--- src/rtl/y86_decode_stage_pkg.sv ---
// y86_pkg: shared constants for the PIPE decode slice.
//   - icode values HALT..POPQ
//   - fetch/decode status codes (AOK/HLT/ADR/INS)
//   - NOP bubble record loaded into the D register on reset/bubble
//   - default register ids for %rsp and "no register"
package y86_pkg;

    localparam logic [3:0] IHALT   = 4'h0;
    localparam logic [3:0] INOP    = 4'h1;
    localparam logic [3:0] IRRMOVQ = 4'h2;
    localparam logic [3:0] IIRMOVQ = 4'h3;
    localparam logic [3:0] IRMMOVQ = 4'h4;
    localparam logic [3:0] IMRMOVQ = 4'h5;
    localparam logic [3:0] IOPQ    = 4'h6;
    localparam logic [3:0] IJXX    = 4'h7;
    localparam logic [3:0] ICALL   = 4'h8;
    localparam logic [3:0] IRET    = 4'h9;
    localparam logic [3:0] IPUSHQ  = 4'hA;
    localparam logic [3:0] IPOPQ   = 4'hB;

    typedef enum logic [2:0] {
        STAT_AOK = 3'd1,
        STAT_HLT = 3'd2,
        STAT_ADR = 3'd3,
        STAT_INS = 3'd4
    } stat_t;

    typedef struct packed {
        logic [3:0] icode;
        logic [3:0] ifun;
        stat_t      stat;
    } bubble_t;

    localparam bubble_t NOP_BUBBLE = '{icode: INOP, ifun: 4'h0, stat: STAT_AOK};

    localparam int unsigned RSP_ID_DEF = 4;
    localparam int unsigned RNONE_DEF  = 15;

endpackage

--- src/rtl/y86_decode_stage_if.sv ---
// Fetch -> decode bus.
//   master: fetch stage, drives f_* fields
//   slave : decode stage, samples f_* into the D register
//   f_valid          instruction present this cycle
//   f_icode, f_ifun  opcode fields (4 bits each)
//   f_rA, f_rB       register specifiers (REG_W)
//   f_valC, f_valP   constant word and next PC (WORD_W)
//   f_stat           fetch status
interface y86_decode_stage_if #(
    parameter int unsigned WORD_W = 64,
    parameter int unsigned REG_W  = 4
);
    logic              f_valid;
    logic [3:0]        f_icode;
    logic [3:0]        f_ifun;
    logic [REG_W-1:0]  f_rA;
    logic [REG_W-1:0]  f_rB;
    logic [WORD_W-1:0] f_valC;
    logic [WORD_W-1:0] f_valP;
    logic [2:0]        f_stat;

    modport master (output f_valid, f_icode, f_ifun, f_rA, f_rB, f_valC, f_valP, f_stat);
    modport slave  (input  f_valid, f_icode, f_ifun, f_rA, f_rB, f_valC, f_valP, f_stat);
endinterface

--- src/rtl/y86_decode_stage_reg_select.sv ---
// y86_reg_select: combinational register-id selection for the decode stage.
//   icode, rA, rB           instruction fields from the D register
//   srcA, srcB, dstE, dstM  selected register ids (RNONE when unused)
//   illegal                 icode beyond POPQ
module y86_reg_select
    import y86_pkg::*;
#(
    parameter int unsigned REG_W  = 4,
    parameter int unsigned RSP_ID = RSP_ID_DEF,
    parameter int unsigned RNONE  = RNONE_DEF
) (
    input  logic [3:0]       icode,
    input  logic [REG_W-1:0] rA,
    input  logic [REG_W-1:0] rB,
    output logic [REG_W-1:0] srcA,
    output logic [REG_W-1:0] srcB,
    output logic [REG_W-1:0] dstE,
    output logic [REG_W-1:0] dstM,
    output logic             illegal
);
    localparam logic [REG_W-1:0] RSP_R   = REG_W'(RSP_ID);
    localparam logic [REG_W-1:0] RNONE_R = REG_W'(RNONE);

    always_comb begin
        srcA    = RNONE_R;
        srcB    = RNONE_R;
        dstE    = RNONE_R;
        dstM    = RNONE_R;
        illegal = (icode > IPOPQ);
        // Illegal icodes fall through every case, leaving all ids at RNONE.
        case (icode)
            IRRMOVQ: begin srcA = rA;                  dstE = rB;    end
            IIRMOVQ: begin                             dstE = rB;    end
            IRMMOVQ: begin srcA = rA;    srcB = rB;                  end
            IMRMOVQ: begin               srcB = rB;    dstM = rA;    end
            IOPQ:    begin srcA = rA;    srcB = rB;    dstE = rB;    end
            ICALL:   begin               srcB = RSP_R; dstE = RSP_R; end
            IRET:    begin srcA = RSP_R; srcB = RSP_R; dstE = RSP_R; end
            IPUSHQ:  begin srcA = rA;    srcB = RSP_R; dstE = RSP_R; end
            IPOPQ:   begin srcA = RSP_R; srcB = RSP_R; dstE = RSP_R; dstM = rA; end
            default: ;
        endcase
    end
endmodule

--- src/rtl/y86_decode_stage.sv ---
// y86_decode_stage: D pipeline register plus decode for the PIPE processor.
//   clk, rst_n        clock, asynchronous active-low reset
//   fd (slave)        fetch bus (f_valid, f_icode, f_ifun, f_rA, f_rB, f_valC, f_valP, f_stat)
//   D_stall/D_bubble  hold / insert NOP bubble (stall wins)
//   E_icode, E_dstM   instruction in E, for load-use detection
//   D_*               registered fields
//   d_stat            D_stat, promoted to INS on an illegal icode
//   d_src*/d_dst*     decoded register ids, combinational from D
//   d_lu_hazard       load-use hazard request
//   stall_cnt         saturating count of stalled cycles
module y86_decode_stage
    import y86_pkg::*;
#(
    parameter int unsigned WORD_W = 64,
    parameter int unsigned REG_W  = 4,
    parameter int unsigned RSP_ID = RSP_ID_DEF,
    parameter int unsigned RNONE  = RNONE_DEF,
    parameter int unsigned CNT_W  = 16
) (
    input  logic              clk,
    input  logic              rst_n,
    y86_decode_stage_if.slave fd,
    input  logic              D_stall,
    input  logic              D_bubble,
    input  logic [3:0]        E_icode,
    input  logic [REG_W-1:0]  E_dstM,
    output logic              D_valid,
    output logic [3:0]        D_icode,
    output logic [3:0]        D_ifun,
    output logic [REG_W-1:0]  D_rA,
    output logic [REG_W-1:0]  D_rB,
    output logic [WORD_W-1:0] D_valC,
    output logic [WORD_W-1:0] D_valP,
    output logic [2:0]        d_stat,
    output logic [REG_W-1:0]  d_srcA,
    output logic [REG_W-1:0]  d_srcB,
    output logic [REG_W-1:0]  d_dstE,
    output logic [REG_W-1:0]  d_dstM,
    output logic              d_lu_hazard,
    output logic [CNT_W-1:0]  stall_cnt
);
    localparam logic [REG_W-1:0] RNONE_R = REG_W'(RNONE);

    logic [2:0]       D_stat;
    logic [REG_W-1:0] sel_srcA, sel_srcB, sel_dstE, sel_dstM;
    logic             sel_illegal;

    always_ff @(posedge clk or negedge rst_n) begin
        if (!rst_n) begin
            D_valid <= 1'b0;
            D_icode <= NOP_BUBBLE.icode;
            D_ifun  <= NOP_BUBBLE.ifun;
            D_rA    <= RNONE_R;
            D_rB    <= RNONE_R;
            D_valC  <= '0;
            D_valP  <= '0;
            D_stat  <= NOP_BUBBLE.stat;
        end else if (!D_stall) begin
            // An explicit bubble and an empty fetch slot both load the NOP record.
            if (D_bubble || !fd.f_valid) begin
                D_valid <= 1'b0;
                D_icode <= NOP_BUBBLE.icode;
                D_ifun  <= NOP_BUBBLE.ifun;
                D_rA    <= RNONE_R;
                D_rB    <= RNONE_R;
                D_valC  <= '0;
                D_valP  <= '0;
                D_stat  <= NOP_BUBBLE.stat;
            end else begin
                D_valid <= 1'b1;
                D_icode <= fd.f_icode;
                D_ifun  <= fd.f_ifun;
                D_rA    <= fd.f_rA;
                D_rB    <= fd.f_rB;
                D_valC  <= fd.f_valC;
                D_valP  <= fd.f_valP;
                D_stat  <= fd.f_stat;
            end
        end
    end

    always_ff @(posedge clk or negedge rst_n) begin
        if (!rst_n)
            stall_cnt <= '0;
        else if (D_stall && (stall_cnt != '1))
            stall_cnt <= stall_cnt + 1'b1;
    end

    y86_reg_select #(
        .REG_W  (REG_W),
        .RSP_ID (RSP_ID),
        .RNONE  (RNONE)
    ) u_sel (
        .icode   (D_icode),
        .rA      (D_rA),
        .rB      (D_rB),
        .srcA    (sel_srcA),
        .srcB    (sel_srcB),
        .dstE    (sel_dstE),
        .dstM    (sel_dstM),
        .illegal (sel_illegal)
    );

    assign d_srcA = D_valid ? sel_srcA : RNONE_R;
    assign d_srcB = D_valid ? sel_srcB : RNONE_R;
    assign d_dstE = D_valid ? sel_dstE : RNONE_R;
    assign d_dstM = D_valid ? sel_dstM : RNONE_R;

    // An earlier fault status (HLT/ADR) takes precedence over INS.
    assign d_stat = (D_valid && sel_illegal && (D_stat == STAT_AOK)) ? STAT_INS : D_stat;

    assign d_lu_hazard = D_valid
                       && ((E_icode == IMRMOVQ) || (E_icode == IPOPQ))
                       && (E_dstM != RNONE_R)
                       && ((E_dstM == d_srcA) || (E_dstM == d_srcB));
endmodule
--- src/flat_wrapper.sv ---
// flat-port wrapper written by rule: the top's interface ports become plain ports
module y86_decode_stage_flat import y86_pkg::*;
#(
    parameter int unsigned WORD_W = 64,
    parameter int unsigned REG_W  = 4,
    parameter int unsigned RSP_ID = RSP_ID_DEF,
    parameter int unsigned RNONE  = RNONE_DEF,
    parameter int unsigned CNT_W  = 16
)
  (clk, rst_n, D_stall, D_bubble, E_icode, E_dstM, D_valid, D_icode, D_ifun, D_rA, D_rB, D_valC, D_valP, d_stat, d_srcA, d_srcB, d_dstE, d_dstM, d_lu_hazard, stall_cnt, fd_f_valid, fd_f_icode, fd_f_ifun, fd_f_rA, fd_f_rB, fd_f_valC, fd_f_valP, fd_f_stat);
  y86_decode_stage_if #(.WORD_W(WORD_W), .REG_W(REG_W)) fd_i ();
  input  logic clk;
  input  logic rst_n;
  input  logic D_stall;
  input  logic D_bubble;
  input  logic [3:0] E_icode;
  input  logic [REG_W-1:0] E_dstM;
  output logic D_valid;
  output logic [3:0] D_icode;
  output logic [3:0] D_ifun;
  output logic [REG_W-1:0] D_rA;
  output logic [REG_W-1:0] D_rB;
  output logic [WORD_W-1:0] D_valC;
  output logic [WORD_W-1:0] D_valP;
  output logic [2:0] d_stat;
  output logic [REG_W-1:0] d_srcA;
  output logic [REG_W-1:0] d_srcB;
  output logic [REG_W-1:0] d_dstE;
  output logic [REG_W-1:0] d_dstM;
  output logic d_lu_hazard;
  output logic [CNT_W-1:0] stall_cnt;
  input wire logic [$bits(fd_i.f_valid)-1:0] fd_f_valid;
  input wire logic [$bits(fd_i.f_icode)-1:0] fd_f_icode;
  input wire logic [$bits(fd_i.f_ifun)-1:0] fd_f_ifun;
  input wire logic [$bits(fd_i.f_rA)-1:0] fd_f_rA;
  input wire logic [$bits(fd_i.f_rB)-1:0] fd_f_rB;
  input wire logic [$bits(fd_i.f_valC)-1:0] fd_f_valC;
  input wire logic [$bits(fd_i.f_valP)-1:0] fd_f_valP;
  input wire logic [$bits(fd_i.f_stat)-1:0] fd_f_stat;
  assign fd_i.f_valid = fd_f_valid;
  assign fd_i.f_icode = fd_f_icode;
  assign fd_i.f_ifun = fd_f_ifun;
  assign fd_i.f_rA = fd_f_rA;
  assign fd_i.f_rB = fd_f_rB;
  assign fd_i.f_valC = fd_f_valC;
  assign fd_i.f_valP = fd_f_valP;
  assign fd_i.f_stat = fd_f_stat;
  y86_decode_stage #(.WORD_W(WORD_W), .REG_W(REG_W), .RSP_ID(RSP_ID), .RNONE(RNONE), .CNT_W(CNT_W)) u_core (.clk(clk), .rst_n(rst_n), .fd(fd_i), .D_stall(D_stall), .D_bubble(D_bubble), .E_icode(E_icode), .E_dstM(E_dstM), .D_valid(D_valid), .D_icode(D_icode), .D_ifun(D_ifun), .D_rA(D_rA), .D_rB(D_rB), .D_valC(D_valC), .D_valP(D_valP), .d_stat(d_stat), .d_srcA(d_srcA), .d_srcB(d_srcB), .d_dstE(d_dstE), .d_dstM(d_dstM), .d_lu_hazard(d_lu_hazard), .stall_cnt(stall_cnt));
endmodule
--- config.mk ---
export PLATFORM = sky130hd
export DESIGN_NAME = y86_decode_stage_flat
export DESIGN_NICKNAME = d
export VERILOG_FILES = /design/src/rtl/y86_decode_stage_pkg.sv /design/src/rtl/y86_decode_stage_if.sv /design/src/rtl/y86_decode_stage_reg_select.sv /design/src/rtl/y86_decode_stage.sv /design/src/flat_wrapper.sv
export SDC_FILE = /design/constraint.sdc
export NUM_CORES = 1
export LEC_CHECK = 0
export CAP_MARGIN = 15
export CORE_MARGIN = 8
export CORE_UTILIZATION = 43
export DETAILED_ROUTE_END_ITERATION = 10
export PLACE_DENSITY = 0.95
export SLEW_MARGIN = 10
export SYNTH_ARGS = -nofsm -noshare
export SYNTH_HDL_FRONTEND = slang
export SYNTH_SLANG_ARGS = --single-unit
--- constraint.sdc ---
create_clock -name clk -period 4.42 [get_ports clk]
set_input_delay 0.884 -clock clk [delete_from_list [all_inputs] [get_ports clk]]
set_output_delay 0.884 -clock clk [all_outputs]
set_load 0.03 [all_outputs]
==> results_dict.tcl <==
set metrics [dict create \
    outcome "finished, final reports clean" \
    dieArea_sq_mm 0.01930 \
    crit_path_end_kind "output port" \
    place_congestion 0.8131 \
    port_buffers 340 \
    overflow 0 \
    post-route-min-period_ns 4.024 \
    finalMaxSlewViolations 0 \
    worstMarginPinSlew_ns 0.9669 \
    layoutNonFillerInstCount 1025 \
    maxSlewHeadroom_pct 35.54 \
    grt_pass1_vias 6109 \
    grtUsageTotal_pct 23.76 \
    routed_via_density 5.430 \
    hold_violations 0 \
    placed_cells 992 \
    root_buffer "clkbuf_16" \
    coreArea_sq_mm 0.01498 \
    fin_tns_setup_ns 0 \
    first_pass_iters 4 \
    arrival_ns 3.14 \
    area_delta_synth_final_pct 64.05 \
    ys_seq_area_share_pct 63.35 \
    synth_warnings 0 \
    layout.nets 984 \
    start_util_pct 43.38 \
    antenna_left 0 \
    maxCapViolCount 0 \
    drc 0 \
    clockBufferDepth 2 \
    p_per_area_mw_per_mm2 390.5 \
    syn_area_sq_mm 0.006497 \
    clock_sinks 164 \
    antenna_found_initial 3 \
    switching_share_pct 27.70 \
    cts.hold.buffers_added 0 \
    avgSynthCellArea_sq_um 12.97 \
    nFillCells 1011 \
    die_w_microns 138.9 \
    crit_required_ns 3.54 \
    insertion_delay_ns 0.42 \
    ys.flop_type "dfrtp_1" \
    register_area_sq_mm 0.004116 \
    irDropWorstVdd_mv 0.2727 \
    worstSetupPathType "in -> out" \
    setup_viol 0 \
    drive_gt1_share_pct 7.066 \
    wire_per_inst_microns 22.34 \
    routed_wl_microns 22900 \
    postCtsSetupRepairBufs 0 \
    multi_input_area_sq_mm 0.002167 \
    grt_max_degree 107 \
    synth-edff-count 0 \
    via_count 5566 \
    drtIter0Drc 301 \
    min_path_type "reg -> reg" \
    cts_tree "built" \
    cp_max_fo 10 \
    grt_pass1_wl_microns 35780 \
    rows 45 \
    finalClockSkew_ns 0.002004 \
    p_switching_uw 1153 \
    synthCells 501 \
    combinationalPowerShare_pct 20.6 \
    path_clk_slew_ns 0.06 \
    power_leakage_uw 0.004690 \
    synth_nets 662 \
    startpoint_type "input pin" \
    internal_power_uw 3010 \
    fin_crit_sh_pct 91.05 \
    clock_power_share_pct 38.3 \
    pwr-share-seq_pct 41.1 \
    synth_cell_types 55 \
    ys_ff_latch 164 \
    ctsResizeCount 0 \
    fmax_mhz 248.5 \
    rsz0062_at_grt "no" \
    hpwl_microns 16600 \
    final_common_cell "clkdlybuf4s50_1" \
    cts_buffers 17 \
    final_cell_mix "clkdlybuf4s50_1, dfrtp_1, a22o_1" \
    h-tree-depth 4 \
    fp.dieH_microns 138.9 \
    pin_count 341 \
    async_flop_share_pct 100.0 \
]
## per-layer routing
metal  vias to the layer above  wire (microns)  GRT usage (%)
li1                       2500               -              -
met4                         2             722          10.63
met3                        44            2393          10.74
met2                       274           11500          40.58
met5                         -              13              0
met1                      2746            8267          24.78
## Yosys cell counts (2+ instances only)
master	instances	share of area, %
dfrtp_1	154	59
a22o_1	137	18
clkbuf_1	30	1.7
nor2_1	24	1.4
nand2_1	23	1.3
a21oi_1	14	1.1
xnor2_1	13	1.8
inv_1	12	0.69
dfstp_2	10	4.0
a21o_1	7	0.81
nand4_1	7	0.67
buf_1	5	0.29
xor2_1	5	0.67
and3_1	4	0.39
nand3_1	4	0.31
and2_1	3	0.29
nand2b_1	3	0.29
and4_1	2	0.27
buf_2	2	0.15
buf_6	2	0.35
mux2i_1	2	0.31
nand4b_1	2	0.27
nor3_1	2	0.15
o21ai_0	2	0.15
o21bai_1	2	0.23
## final timing paths
path                                 startpoint              endpoint  slack, ns  cells past startpoint
setup / recovery                      E_dstM[3]           d_lu_hazard       0.40                      7
hold / removal                   u_core.D_rB[2]        u_core.D_rB[2]       0.49                      2
setup reg to reg           u_core.stall_cnt[13]   u_core.stall_cnt[1]       2.56                      5
hold reg to reg                  u_core.D_rB[2]        u_core.D_rB[2]       0.49                      2
max in group asynchronous                 rst_n        u_core.D_rB[2]       2.89                      2
min in group asynchronous                 rst_n  u_core.stall_cnt[13]       0.58                      1
## critical path, cell delays in order
cell,delay (ns)
clkdlybuf4s50_1,0.66
nand2_1,0.12
a2111oi_0,0.39
o31a_1,0.20
o311ai_1,0.10
o41ai_1,0.07
clkdlybuf4s50_1,0.73
## state kept, by name, indices dropped and copies added (netlist names)
register,count
u_core.D_icode,4
u_core.D_ifun,4
u_core.D_rA,4
u_core.D_rB,4
u_core.D_stat,3
u_core.D_valC,64
u_core.D_valP,64
u_core.D_valid,1
u_core.stall_cnt,16
## cell type report
cell class / instances / area share (%)
clock buffer: 20 / 4.378
multi-input combinational: 285 / 20.33
timing repair buffer: 343 / 32.36
tap: 188 / 2.207
clock inverter: 11 / 1.632
inverter: 12 / 0.4226
antenna: 2 / 0.04695
sequential: 164 / 38.62
## per-stage QoR
step	utilization [%]	hold slack (ns)	area [sq um]	power (uW)	worst slack [ns]
2_1_floorplan	-	0.4717	6497	2118	0.8524
4_1_cts	71.14	0.4891	10650	4192	0.4080
5_1_grt	71.17	0.5108	10660	4314	0.1244
3_3_place_gp	66.86	0.4608	10010	2565	0.4411
3_5_place_dp	66.86	0.4808	10010	2587	0.4165
6_report	71.17	0.4884	10660	4163	0.3955
## cells by family after synthesis
family                     Yosys count  share of synthesized area [%]
AOI/OAI and AO/OA                  179                          23.63
DFF                                164                          63.35
and+or+nand+nor                     84                          6.586
buffers and inverters               52                          3.331
xor gates and xnor gates            18                          2.426
muxes                                3                         0.4814
adders and majority gates            1                         0.1925
## power groups by stage
stage	registers (uW)	clock network, uW	logic [uW]
2_1_floorplan	1920	0	193
3_3_place_gp	1730	0	838
3_5_place_dp	1730	0	855
4_1_cts	1710	1610	866
5_1_grt	1730	1690	899
6_report	1710	1590	857
(Power assumes the default switching activity.)
